===== src/rtl/cmd_deframer_pkg.sv =====
`default_nettype none
// ============================================================================
// Module   : cmd_deframer_pkg
// Brief    : Shared constants, FSM state encoding and helpers for the
//            command deframer.
// Revision : 1.0 - initial release
// ============================================================================
package cmd_deframer_pkg;

  // Default start-of-packet marker.
  localparam logic [7:0] c_SYNC_BYTE = 8'hA5;

  // Width of the error and packet counters.
  localparam int c_CNT_W = 8;

  // FSM state encoding, kept as plain constants for legacy tools.
  localparam int c_ST_W = 3;
  typedef logic [c_ST_W-1:0] state_t;

  localparam logic [2:0] c_ST_HUNT    = 3'd0;
  localparam logic [2:0] c_ST_LEN     = 3'd1;
  localparam logic [2:0] c_ST_PAYLOAD = 3'd2;
  localparam logic [2:0] c_ST_CHECK   = 3'd3;
  localparam logic [2:0] c_ST_FETCH   = 3'd4;
  localparam logic [2:0] c_ST_PRESENT = 3'd5;

  // Increment that sticks at all-ones instead of wrapping.
  function automatic logic [c_CNT_W-1:0] sat_inc(input logic [c_CNT_W-1:0] v);
    return (v == '1) ? v : v + c_CNT_W'(1);
  endfunction

endpackage
`default_nettype wire


===== src/rtl/cmd_deframer_if.sv =====
`default_nettype none
// ============================================================================
// Module   : cmd_deframer_if
// Brief    : Byte-stream handshake and status bundle of the command deframer.
//            slave = deframer side, master = environment side.
// Revision : 1.0 - initial release
// ============================================================================
interface cmd_deframer_if;
  import cmd_deframer_pkg::*;

  logic               in_valid;
  logic [7:0]         in_data;
  logic               in_next;
  logic               out_valid;
  logic [7:0]         out_data;
  logic               out_next;
  logic               err_pulse;
  logic [c_CNT_W-1:0] err_count;
  logic [c_CNT_W-1:0] pkt_count;

  modport slave (
    input  in_valid, in_data, out_next,
    output in_next, out_valid, out_data, err_pulse, err_count, pkt_count
  );

  modport master (
    output in_valid, in_data, out_next,
    input  in_next, out_valid, out_data, err_pulse, err_count, pkt_count
  );

endinterface
`default_nettype wire


===== src/rtl/cmd_deframer_ram_dp.sv =====
`default_nettype none
// ============================================================================
// Module   : ram_dp
// Brief    : Simple dual-port RAM, one write port and one read port with a
//            1-cycle registered read. Contents are not reset.
// Revision : 1.0 - initial release
// ============================================================================
module ram_dp #(
  parameter int    Depth     = 256,
  parameter int    AddrWidth = 8,
  parameter int    Width     = 8,
  parameter string VendorRAM = ""
) (
  input  logic                 clk,
  input  logic                 i_we,
  input  logic [AddrWidth-1:0] i_waddr,
  input  logic [Width-1:0]     i_wdata,
  input  logic                 i_re,
  input  logic [AddrWidth-1:0] i_raddr,
  output logic [Width-1:0]     o_rdata
);

  logic [Width-1:0] r_q;

  assign o_rdata = r_q;

  if (VendorRAM == "") begin : g_generic
    (* ram_style = "block" *) logic [Width-1:0] r_mem [Depth];

    // Inferred block RAM: write port plus registered read port.
    always_ff @(posedge clk) begin
      if (i_we) r_mem[i_waddr] <= i_wdata;
      if (i_re) r_q <= r_mem[i_raddr];
    end
  end else begin : g_vendor
    // A named vendor macro is bound at synthesis; this model keeps the same
    // cycle behaviour for simulation.
    (* ram_style = "auto" *) logic [Width-1:0] r_mem [Depth];

    // Behavioural stand-in for the vendor macro.
    always_ff @(posedge clk) begin
      if (i_we) r_mem[i_waddr] <= i_wdata;
      if (i_re) r_q <= r_mem[i_raddr];
    end
  end

endmodule
`default_nettype wire


===== src/rtl/cmd_deframer.sv =====
`default_nettype none
// ============================================================================
// Module   : cmd_deframer
// Brief    : Validates SYNC/LEN/payload/CHK frames from the UART RX FIFO,
//            buffers the payload and forwards only good packets byte by byte.
//            Junk bytes and bad packets are dropped and counted.
// Revision : 1.0 - initial release
// ============================================================================
module cmd_deframer
  import cmd_deframer_pkg::*;
#(
  parameter int         MaxLen    = 256,
  parameter int         AddrWidth = 8,
  parameter logic [7:0] SyncByte  = c_SYNC_BYTE,
  parameter string      VendorRAM = ""
) (
  input logic           clk,
  input logic           reset_n,
  cmd_deframer_if.slave bus
);

  localparam logic [8:0]         c_MAX_LEN  = 9'(MaxLen);
  localparam logic [AddrWidth:0] c_LEN_ONE  = (AddrWidth+1)'(1);
  localparam logic [AddrWidth-1:0] c_ADDR_ONE = AddrWidth'(1);

  state_t                 r_state;
  logic                   r_idle;      // forces the idle cycle after each pop
  logic [AddrWidth:0]     r_len;       // one extra bit so MaxLen itself fits
  logic [7:0]             r_sum;
  logic [AddrWidth-1:0]   r_wr_addr;
  logic [AddrWidth-1:0]   r_rd_addr;
  logic                   r_out_valid;
  logic                   r_err_pulse;
  logic [c_CNT_W-1:0]     r_err_count;
  logic [c_CNT_W-1:0]     r_pkt_count;

  logic                   w_consume;
  logic                   w_take;
  logic                   w_len_ok;
  logic                   w_chk_ok;
  logic                   w_err;
  logic [7:0]             w_chk_sum;
  logic [AddrWidth:0]     w_wr_next;
  logic [AddrWidth:0]     w_rd_next;
  logic [7:0]             w_ram_q;

  // Input is only taken while parsing; the single buffer blocks it while draining.
  assign w_consume = (r_state == c_ST_HUNT)    || (r_state == c_ST_LEN) ||
                     (r_state == c_ST_PAYLOAD) || (r_state == c_ST_CHECK);
  assign w_take    = bus.in_valid && !r_idle && w_consume;

  assign w_len_ok  = (bus.in_data != 8'h00) && ({1'b0, bus.in_data} <= c_MAX_LEN);
  assign w_chk_sum = r_sum + bus.in_data;
  assign w_chk_ok  = (w_chk_sum == 8'h00);
  assign w_wr_next = {1'b0, r_wr_addr} + c_LEN_ONE;
  assign w_rd_next = {1'b0, r_rd_addr} + c_LEN_ONE;

  assign w_err = w_take && (((r_state == c_ST_HUNT)  && (bus.in_data != SyncByte)) ||
                            ((r_state == c_ST_LEN)   && !w_len_ok) ||
                            ((r_state == c_ST_CHECK) && !w_chk_ok));

  assign bus.in_next   = w_take;
  assign bus.out_valid = r_out_valid;
  // RAM output is not reset, so mask it to read zero outside PRESENT.
  assign bus.out_data  = r_out_valid ? w_ram_q : 8'h00;
  assign bus.err_pulse = r_err_pulse;
  assign bus.err_count = r_err_count;
  assign bus.pkt_count = r_pkt_count;

  ram_dp #(
    .Depth     (MaxLen),
    .AddrWidth (AddrWidth),
    .Width     (8),
    .VendorRAM (VendorRAM)
  ) u_buf (
    .clk     (clk),
    .i_we    (w_take && (r_state == c_ST_PAYLOAD)),
    .i_waddr (r_wr_addr),
    .i_wdata (bus.in_data),
    .i_re    (r_state == c_ST_FETCH),
    .i_raddr (r_rd_addr),
    .o_rdata (w_ram_q)
  );

  // Frame parser and drain sequencer.
  always_ff @(posedge clk or negedge reset_n) begin
    if (!reset_n) begin
      r_state     <= c_ST_HUNT;
      r_idle      <= 1'b1;
      r_len       <= '0;
      r_sum       <= 8'h00;
      r_wr_addr   <= '0;
      r_rd_addr   <= '0;
      r_out_valid <= 1'b0;
      r_pkt_count <= '0;
    end else begin
      r_idle <= w_take;
      case (r_state)
        c_ST_HUNT: begin
          if (w_take && (bus.in_data == SyncByte)) r_state <= c_ST_LEN;
        end
        c_ST_LEN: begin
          if (w_take) begin
            if (w_len_ok) begin
              r_len     <= (AddrWidth+1)'(bus.in_data);
              r_sum     <= bus.in_data;
              r_wr_addr <= '0;
              r_state   <= c_ST_PAYLOAD;
            end else begin
              r_state <= c_ST_HUNT;
            end
          end
        end
        c_ST_PAYLOAD: begin
          if (w_take) begin
            r_sum     <= w_chk_sum;
            r_wr_addr <= r_wr_addr + c_ADDR_ONE;
            if (w_wr_next == r_len) r_state <= c_ST_CHECK;
          end
        end
        c_ST_CHECK: begin
          if (w_take) begin
            if (w_chk_ok) begin
              r_pkt_count <= r_pkt_count + c_CNT_W'(1);
              r_rd_addr   <= '0;
              r_state     <= c_ST_FETCH;
            end else begin
              r_state <= c_ST_HUNT;
            end
          end
        end
        c_ST_FETCH: begin
          r_out_valid <= 1'b1;
          r_state     <= c_ST_PRESENT;
        end
        c_ST_PRESENT: begin
          if (bus.out_next) begin
            r_out_valid <= 1'b0;
            r_rd_addr   <= r_rd_addr + c_ADDR_ONE;
            r_state     <= (w_rd_next == r_len) ? c_ST_HUNT : c_ST_FETCH;
          end
        end
        default: begin
          r_state     <= c_ST_HUNT;
          r_out_valid <= 1'b0;
        end
      endcase
    end
  end

  // Registered error strobe and saturating error counter.
  always_ff @(posedge clk or negedge reset_n) begin
    if (!reset_n) begin
      r_err_pulse <= 1'b0;
      r_err_count <= '0;
    end else begin
      r_err_pulse <= w_err;
      if (w_err) r_err_count <= sat_inc(r_err_count);
    end
  end

endmodule
`default_nettype wire

===== src/flat_wrapper.sv =====
// flat-port wrapper written by rule: the top's interface ports become plain ports
module cmd_deframer_flat import cmd_deframer_pkg::*;
#(
  parameter int         MaxLen    = 256,
  parameter int         AddrWidth = 8,
  parameter logic [7:0] SyncByte  = c_SYNC_BYTE,
  parameter string      VendorRAM = ""
)
  (clk, reset_n, bus_in_valid, bus_in_data, bus_out_next, bus_in_next, bus_out_valid, bus_out_data, bus_err_pulse, bus_err_count, bus_pkt_count);
  cmd_deframer_if bus_i ();
  input logic clk;
  input logic reset_n;
  input wire logic [$bits(bus_i.in_valid)-1:0] bus_in_valid;
  input wire logic [$bits(bus_i.in_data)-1:0] bus_in_data;
  input wire logic [$bits(bus_i.out_next)-1:0] bus_out_next;
  output wire logic [$bits(bus_i.in_next)-1:0] bus_in_next;
  output wire logic [$bits(bus_i.out_valid)-1:0] bus_out_valid;
  output wire logic [$bits(bus_i.out_data)-1:0] bus_out_data;
  output wire logic [$bits(bus_i.err_pulse)-1:0] bus_err_pulse;
  output wire logic [$bits(bus_i.err_count)-1:0] bus_err_count;
  output wire logic [$bits(bus_i.pkt_count)-1:0] bus_pkt_count;
  assign bus_i.in_valid = bus_in_valid;
  assign bus_i.in_data = bus_in_data;
  assign bus_i.out_next = bus_out_next;
  assign bus_in_next = bus_i.in_next;
  assign bus_out_valid = bus_i.out_valid;
  assign bus_out_data = bus_i.out_data;
  assign bus_err_pulse = bus_i.err_pulse;
  assign bus_err_count = bus_i.err_count;
  assign bus_pkt_count = bus_i.pkt_count;
  cmd_deframer #(.MaxLen(MaxLen), .AddrWidth(AddrWidth), .SyncByte(SyncByte), .VendorRAM(VendorRAM)) u_core (.clk(clk), .reset_n(reset_n), .bus(bus_i));
endmodule

===== config.mk =====
export PLATFORM = sky130hd
export DESIGN_NAME = cmd_deframer_flat
export DESIGN_NICKNAME = d
export VERILOG_FILES = /design/src/rtl/cmd_deframer_pkg.sv /design/src/rtl/cmd_deframer_if.sv /design/src/rtl/cmd_deframer_ram_dp.sv /design/src/rtl/cmd_deframer.sv /design/src/flat_wrapper.sv
export SDC_FILE = /design/constraint.sdc
export NUM_CORES = 2
export LEC_CHECK = 0
export ABC_AREA = 0
export CORE_MARGIN = 2
export CORE_UTILIZATION = 56
export DETAILED_ROUTE_END_ITERATION = 16
export PLACE_DENSITY = 0.78
export SLEW_MARGIN = 10
export SYNTH_ARGS = -nofsm -noshare
export SYNTH_HDL_FRONTEND = slang
export SYNTH_HIERARCHICAL = 1
export SYNTH_SLANG_ARGS = --single-unit

===== constraint.sdc =====
create_clock -name clk -period 3.71 [get_ports clk]
set_input_delay 0.9275 -clock clk [delete_from_list [all_inputs] [get_ports clk]]
set_output_delay 0.9275 -clock clk [all_outputs]
set_load 0.05 [all_outputs]

After elaboration in Yosys (flattened, before gate mapping)

Memory sizes are Yosys's and may differ from the RTL's. A register that Yosys moved wholly into a read port is not among the register bits.
Index checks and enable logic that the tools add are counted.

Add/subtract/negate cells: 7
Magnitude comparators: 1
Equality and inequality tests: 18
Multiplexer cells: 27
Bitwise logic cells: 2
Reductions and logical operators: 30

Operators by type and width:

| cell                  | count |
|---|---|
| $mux W8               | 10 |
| $pmux W8 S2           | 3 |
| $add A8 B1 Y8 const B | 4 |
| $mux W3               | 8 |
| $add A8 B1 Y9 const B | 2 |
| $eq A9 B8 Y1          | 2 |
| $pmux W3 S6           | 1 |
| $eq A8 B8 Y1 const B  | 2 |
| $ne A2 B1 Y1 const B  | 5 |
| $le A8 B9 Y1 const B  | 1 |
| $logic_and A1 B1 Y1   | 9 |
| $add A8 B8 Y8         | 1 |
| $logic_not A8 Y1      | 1 |
| $ne A8 B8 Y1 const B  | 1 |
| $reduce_and A4 Y1     | 2 |
| $reduce_bool A8 Y1    | 1 |
| $eq A3 B2 Y1 const B  | 2 |
| $eq A3 B3 Y1 const B  | 2 |
| $ne A2 B2 Y1 const B  | 3 |
| $reduce_and A3 Y1     | 2 |
| $reduce_and A6 Y1     | 1 |
| $logic_or A1 B1 Y1    | 5 |
| $reduce_and A2 Y1     | 2 |
| $reduce_bool A2 Y1    | 2 |
| 8 further kinds       | 13 |

Register bits after elaboration: 54
Memory bits (writable): 2,048
Output and inout bits: 27
Memories: 1

Memories:

| memory                       | depth | width | rd ports | clocked after memory_dff | wr ports | line                      | RTL |
|---|---|---|---|---|---|---|---|
| u_core.u_buf.g_generic.r_mem | 256   | 8     | 1        | 1                        | 1        | cmd_deframer_ram_dp.sv:28 | `(* ram_style = "block" *) logic [Width-1:0] r_mem [Depth];` |

Logic depth before layout (Yosys ltp)

Depth in word-level cells: 8
Depth in mapped cells: 11

Hierarchy

Netlist, hierarchy kept.

By module, submodules not included:

| module       | times used | cells an instance | area each (um2) | sequential area each (um2) |
|---|---|---|---|---|
| ram_dp       | 1          | 3,733             | 79,636.4        | 61,739.2 |
| cmd_deframer | 1          | 377               | 3,512.1         | 1,352.5 |

Least setup slack after synthesis

Ideal clock, no wire load.

Kind: input to register
Start point: input bus_in_data[0]
End point: register u_core.r_pkt_count[4] (netlist: u_core/bus.pkt_count[4])
Library setup time: 0.142 ns
Arrival: 2.996 ns
Data required time: 3.568 ns
Setup slack: 0.572 ns
Cell stages on the path: 10
Path buffers: 1
Path through: ha_1 fa_1 a211oi_2 o21ba_2 o221a_2 o2111ai_2 nor2_2 buf_4 nand4_1 xnor2_1

Word-level cells in the longest chain between the ends: 3

RTL lines:

| element                     | line                | RTL |
|---|---|---|
| from (decl)                 | flat_wrapper.sv:14  | `input wire logic [$bits(bus_i.in_data)-1:0] bus_in_data;` |
| $add A8 B8 Y8               | cmd_deframer.sv:53  | `assign w_chk_sum = r_sum + bus.in_data;` |
| $logic_not A8 Y1            | cmd_deframer.sv:54  | `assign w_chk_ok = (w_chk_sum == 8'h00);` |
| $reduce_and A3 Y1 (no line) | --                  |  |
| to (signal assigned)        | cmd_deframer.sv:124 | `r_pkt_count <= r_pkt_count + c_CNT_W'(1);` |
| to (decl)                   | cmd_deframer.sv:35  | `logic [c_CNT_W-1:0] r_pkt_count;` |

Every way passes these cells.
A chain may end at the register's enable or synchronous reset.

Worst setup path in the final report

Start point: register u_core.r_out_valid (netlist: u_core/bus.out_valid)
End point: output bus_out_data[3]

Word-level cells in the longest chain between the ends: 1

RTL lines:

| element                | line                | RTL |
|---|---|---|
| from (decl)            | cmd_deframer.sv:32  | `logic r_out_valid;` |
| from (signal assigned) | cmd_deframer.sv:94  | `r_out_valid <= 1'b0;` |
| from (signal assigned) | cmd_deframer.sv:133 | `r_out_valid <= 1'b1;` |
| from (signal assigned) | cmd_deframer.sv:138 | `r_out_valid <= 1'b0;` |
| $mux W8                | cmd_deframer.sv:65  | `assign bus.out_data = r_out_valid ? w_ram_q : 8'h00;` |
| to (decl)              | flat_wrapper.sv:18  | `output wire logic [$bits(bus_i.out_data)-1:0] bus_out_data;` |

Every way passes these cells.

==> key figures <==
Finish
  – Fraction of layout instances using a drive strength above 1: 0.2724
  – Post-Layout Inst Area: 95050 µm²
  – Total of fill cells in the finished design: 9200
  – Area taken by flip-flops and latches: 63110 µm²
  – Final cell utilization of the core: 0.6437
  – Multi-input combinational cell area: 18550 µm²
  – Area added between synthesis and finish: 14.32%
  – Final cell count without fillers: between 6000 and 7000
  – Net count, final: 4613

Critical path
  – Reg-to-Reg End: u_core/u_buf/o_rdata[7]$_DFFE_PP_
  – Kind of critical path: flop to output port
  – Max Fanout on Critical Path: 11
  – RR Startpoint: u_core/r_rd_addr[0]$_DFFE_PN0P_
  – Signal arrival time at the worst endpoint: roughly 2.7 ns
  – Critical path's slowest cell: clkdlybuf4s50_1
  – Cells traversed along the worst timing path: and2_1, clkdlybuf4s50_1
  – Type of element capturing the critical path: output port
  – Count of buffer and inverter cells on the critical path: 1
  – Launching element type of the critical path: flop
  – Crit-path max cell delay: 0.87 ns
  – R2R setup slack: 0.13 ns
  – Critical path data required time: 2.78 ns
  – Cell family with the largest share of critical-path delay: buffers and inverters
  – Count of cells along the worst register-to-register path: 8
  – CP startpoint: u_core/bus.out_valid$_DFFE_PN0P_

Power and ir drop
  – Leakage dissipation: around 29 nW
  – P per Cell Area: 514.2 nW/µm²
  – Maximum ir drop on the vdd rail: 0.5130 mV
  – Tot Pwr: 48.88 mW

CTS
  – Post-CTS Hold Buffers: 0
  – Bufs on Longest Clock Path: 3
  – Clock tree root buffer cell: clkbuf_16
  – Total CTS buffers: 198
  – Sink Count: 2110
  – Clk pin slew, worst setup/hold paths: 0.06 ns
  – Clock insertion delay at the later pin of the skew report: 0.84 ns
  – CTS tree: done
  – # H-tree levels: 4

STA
  – Final WS setup: 0.05414 ns
  – Number of pins with negative max-slew slack in the final report: 0
  – Transition at the pin with the smallest max-transition slack: 1.226 ns
  – Final Hold Fails: 0
  – Max frequency: 273.5 MHz
  – Clock period minus final worst setup slack: 3.656 ns
  – Setup_tns: 0 ns
  – Share of the clock period used by the worst path: 0.9854
  – Worst clock skew: 0.03985 ns
  – Final hold slack: 0.2350 ns
  – Max_slew headroom: 0.1825
  – Total of endpoints with negative setup slack in the final report: 0
  – Setup repair after global routing missed its margin: false

Logic synthesis
  – Area contributors post-synth: edfxtp_1 (74%), mux4_2 (12%), mux2i_1 (1.6%), dfrtp_1 (1.6%), nor2_1 (1.4%)
  – Count of flip-flops with a built-in enable after synthesis: around 2100
  – Most frequently used cell type in the post-synthesis netlist: edfxtp_1
  – Net count of the mapped netlist: 4134
  – YS warnings: 6
  – Synthesized area: 83150 µm²
  – Number of instances in the synthesized netlist: slightly above 4000
  – Register bit total from synthesis: 2110
  – Sequential element share of the synthesized area: 0.7588
  – Top cells by instance count after synthesis: edfxtp_1 (2056), mux4_2 (454), nor2_1 (306)
  – Proportion of netlist area held by the largest area contributor: 0.7425
  – Cell type with the largest total area after synthesis: edfxtp_1
  – Number of different library cells in the post-synthesis netlist: 90
  – Post-synthesis area per instance: roughly 20 µm²
  – Asr flop ratio synth: 0.02559
  – Leading register cell type out of synthesis: edfxtp_1

Route
  – Average routed wire per standard cell: approximately 31 µm
  – Number of antenna-violating nets in the routed design: 0
  – Number of DRC markers in iteration 0: ~5600
  – Routed via count: 44260
  – Post-DR vias/cell: 6.621
  – 1st-pass router iterations: 8
  – Routed wire length: 206400 µm
  – Total DRC errors in the routed layout: 0

Status
  – Run status: completed

Place
  – Worst slack, placed: 0.1092 ns
  – Post-DP HPWL: 126100 µm
  – Number of cells after detailed placement: ~6300
  – Input/output buffers: 38
  – Placed cell areas: 88590 µm²
  – Global placement routability congestion: 0.8960

Global routing
  – Initial antenna violation count: 5
  – Gr usage total: 0.2750
  – Global-route wire length before repair: 301100 µm
  – Via count of the first global-routing pass: 44530
  – Largest net degree at the start of global routing: 215
  – Total global routing overflow: 0

Floorplan
  – Cell Rows: 141
  – Effective utilization at floorplan: 0.5631
  – Die area: 151600 µm²
  – Count of boundary I/O pins: 39
  – Die Ht: 389.3 µm
  – Placeable core area: 147700 µm²
  – Chip Width: 389.3 µm

Min path
  – Worst min path class: primary input to asynchronous set/reset pin

Run
  – Max-cap violation count: 0
sequential cells by signal, indices dropped and copies added (netlist names):
name / cells
u_core/bus.err_count: 8
u_core/r_state: 3
u_core/r_sum: 8
u_core/r_idle: 1
u_core/bus.err_pulse: 1
u_core/r_rd_addr: 8
u_core/r_len: 8
u_core/u_buf/g_generic.r_mem: 2048
u_core/u_buf/o_rdata: 8
u_core/bus.pkt_count: 8
u_core/r_wr_addr: 8
u_core/bus.out_valid: 1
logic make-up (layout without fill, tap and decap cells):
family	count (synthesis)	count (layout)	synth area share
buffers and inverters	258	902	0.01866
adders and majority gates	12	12	0.001896
muxes	604	604	0.1416
and+or+nand+nor	602	602	0.03374
xor gates and xnor gates	37	37	0.003897
other	0	1	0
DFF	2110	2110	0.7588
AOI/OAI and AO/OA	487	487	0.04140
power breakdown:
group	total (mW)	internal, mW	leakage [nW]	switching [mW]
combinational	2.24	0.778	7.19	1.46
clock	20.1	11.3	3.15	8.77
sequential	26.6	26.3	19.2	0.252
total	48.9	38.4	29.5	10.5
worst max path at each step:
| stage | endpoint | slack, ns | cells past startpoint |
|---|---|---|---|
| after detailed placement | u_core/u_buf/o_rdata[4]$_DFFE_PP_ | 0.11 | 8 |
| final | bus_out_data[3] | 0.05 | 2 |
| after floorplan | u_core/bus.pkt_count[4]$_DFFE_PN0P_ | 0.57 | 10 |
| after global routing | bus_out_data[3] | 0.008 | 2 |
| after global placement | u_core/u_buf/o_rdata[4]$_DFFE_PP_ | 0.15 | 8 |
| after CTS | bus_out_data[3] | 0.03 | 2 |
layout make-up:
| type | instances | area share |
|---|---|---|
| diodes | 1 | 0.00002633 |
| clock buffers | 237 | 0.05443 |
| clock inverters | 128 | 0.01343 |
| inverters | 13 | 0.0005134 |
| multi-input cells | 1742 | 0.1951 |
| flip-flops and latches | 2110 | 0.6639 |
| well taps | 1930 | 0.02541 |
| repair buffers | 524 | 0.04712 |
timing repair:
action	4_1_cts	5_1_grt
resized for setup	1	2
buffers inserted	0	0
setup endpoints to repair	8	2
cloned	0	0
placed cells by master, fill, tap and decap left out, types with 22 or more instances in the layout:
cell type        count
nor2_1             303
o21ai_0             44
edfxtp_1          2056
nand2_1             67
nand3_1             46
o22ai_1             29
buf_12              34
a21oi_1            115
dfrtp_1             47
nor2b_1             34
buf_4              453
nor4_1              25
mux4_2             454
nor3_1              35
o221ai_1            46
clkinv_1            46
clkdlybuf4s50_1     28
clkbuf_1            34
mux2i_1            137
a22oi_1            133
clkbuf_16          200
xnor2_1             22
clkinv_2            39
per-layer routing:
layer	global-route usage	up-vias	share of wire
met5	0	-	0.00010
met2	0.4508	2797	0.49
met3	0.06210	514	0.11
li1	-	18020	-
met4	0.1197	4	0.048
met1	0.3569	22920	0.35
No activity file was read; power rests on OpenSTA's default activity.
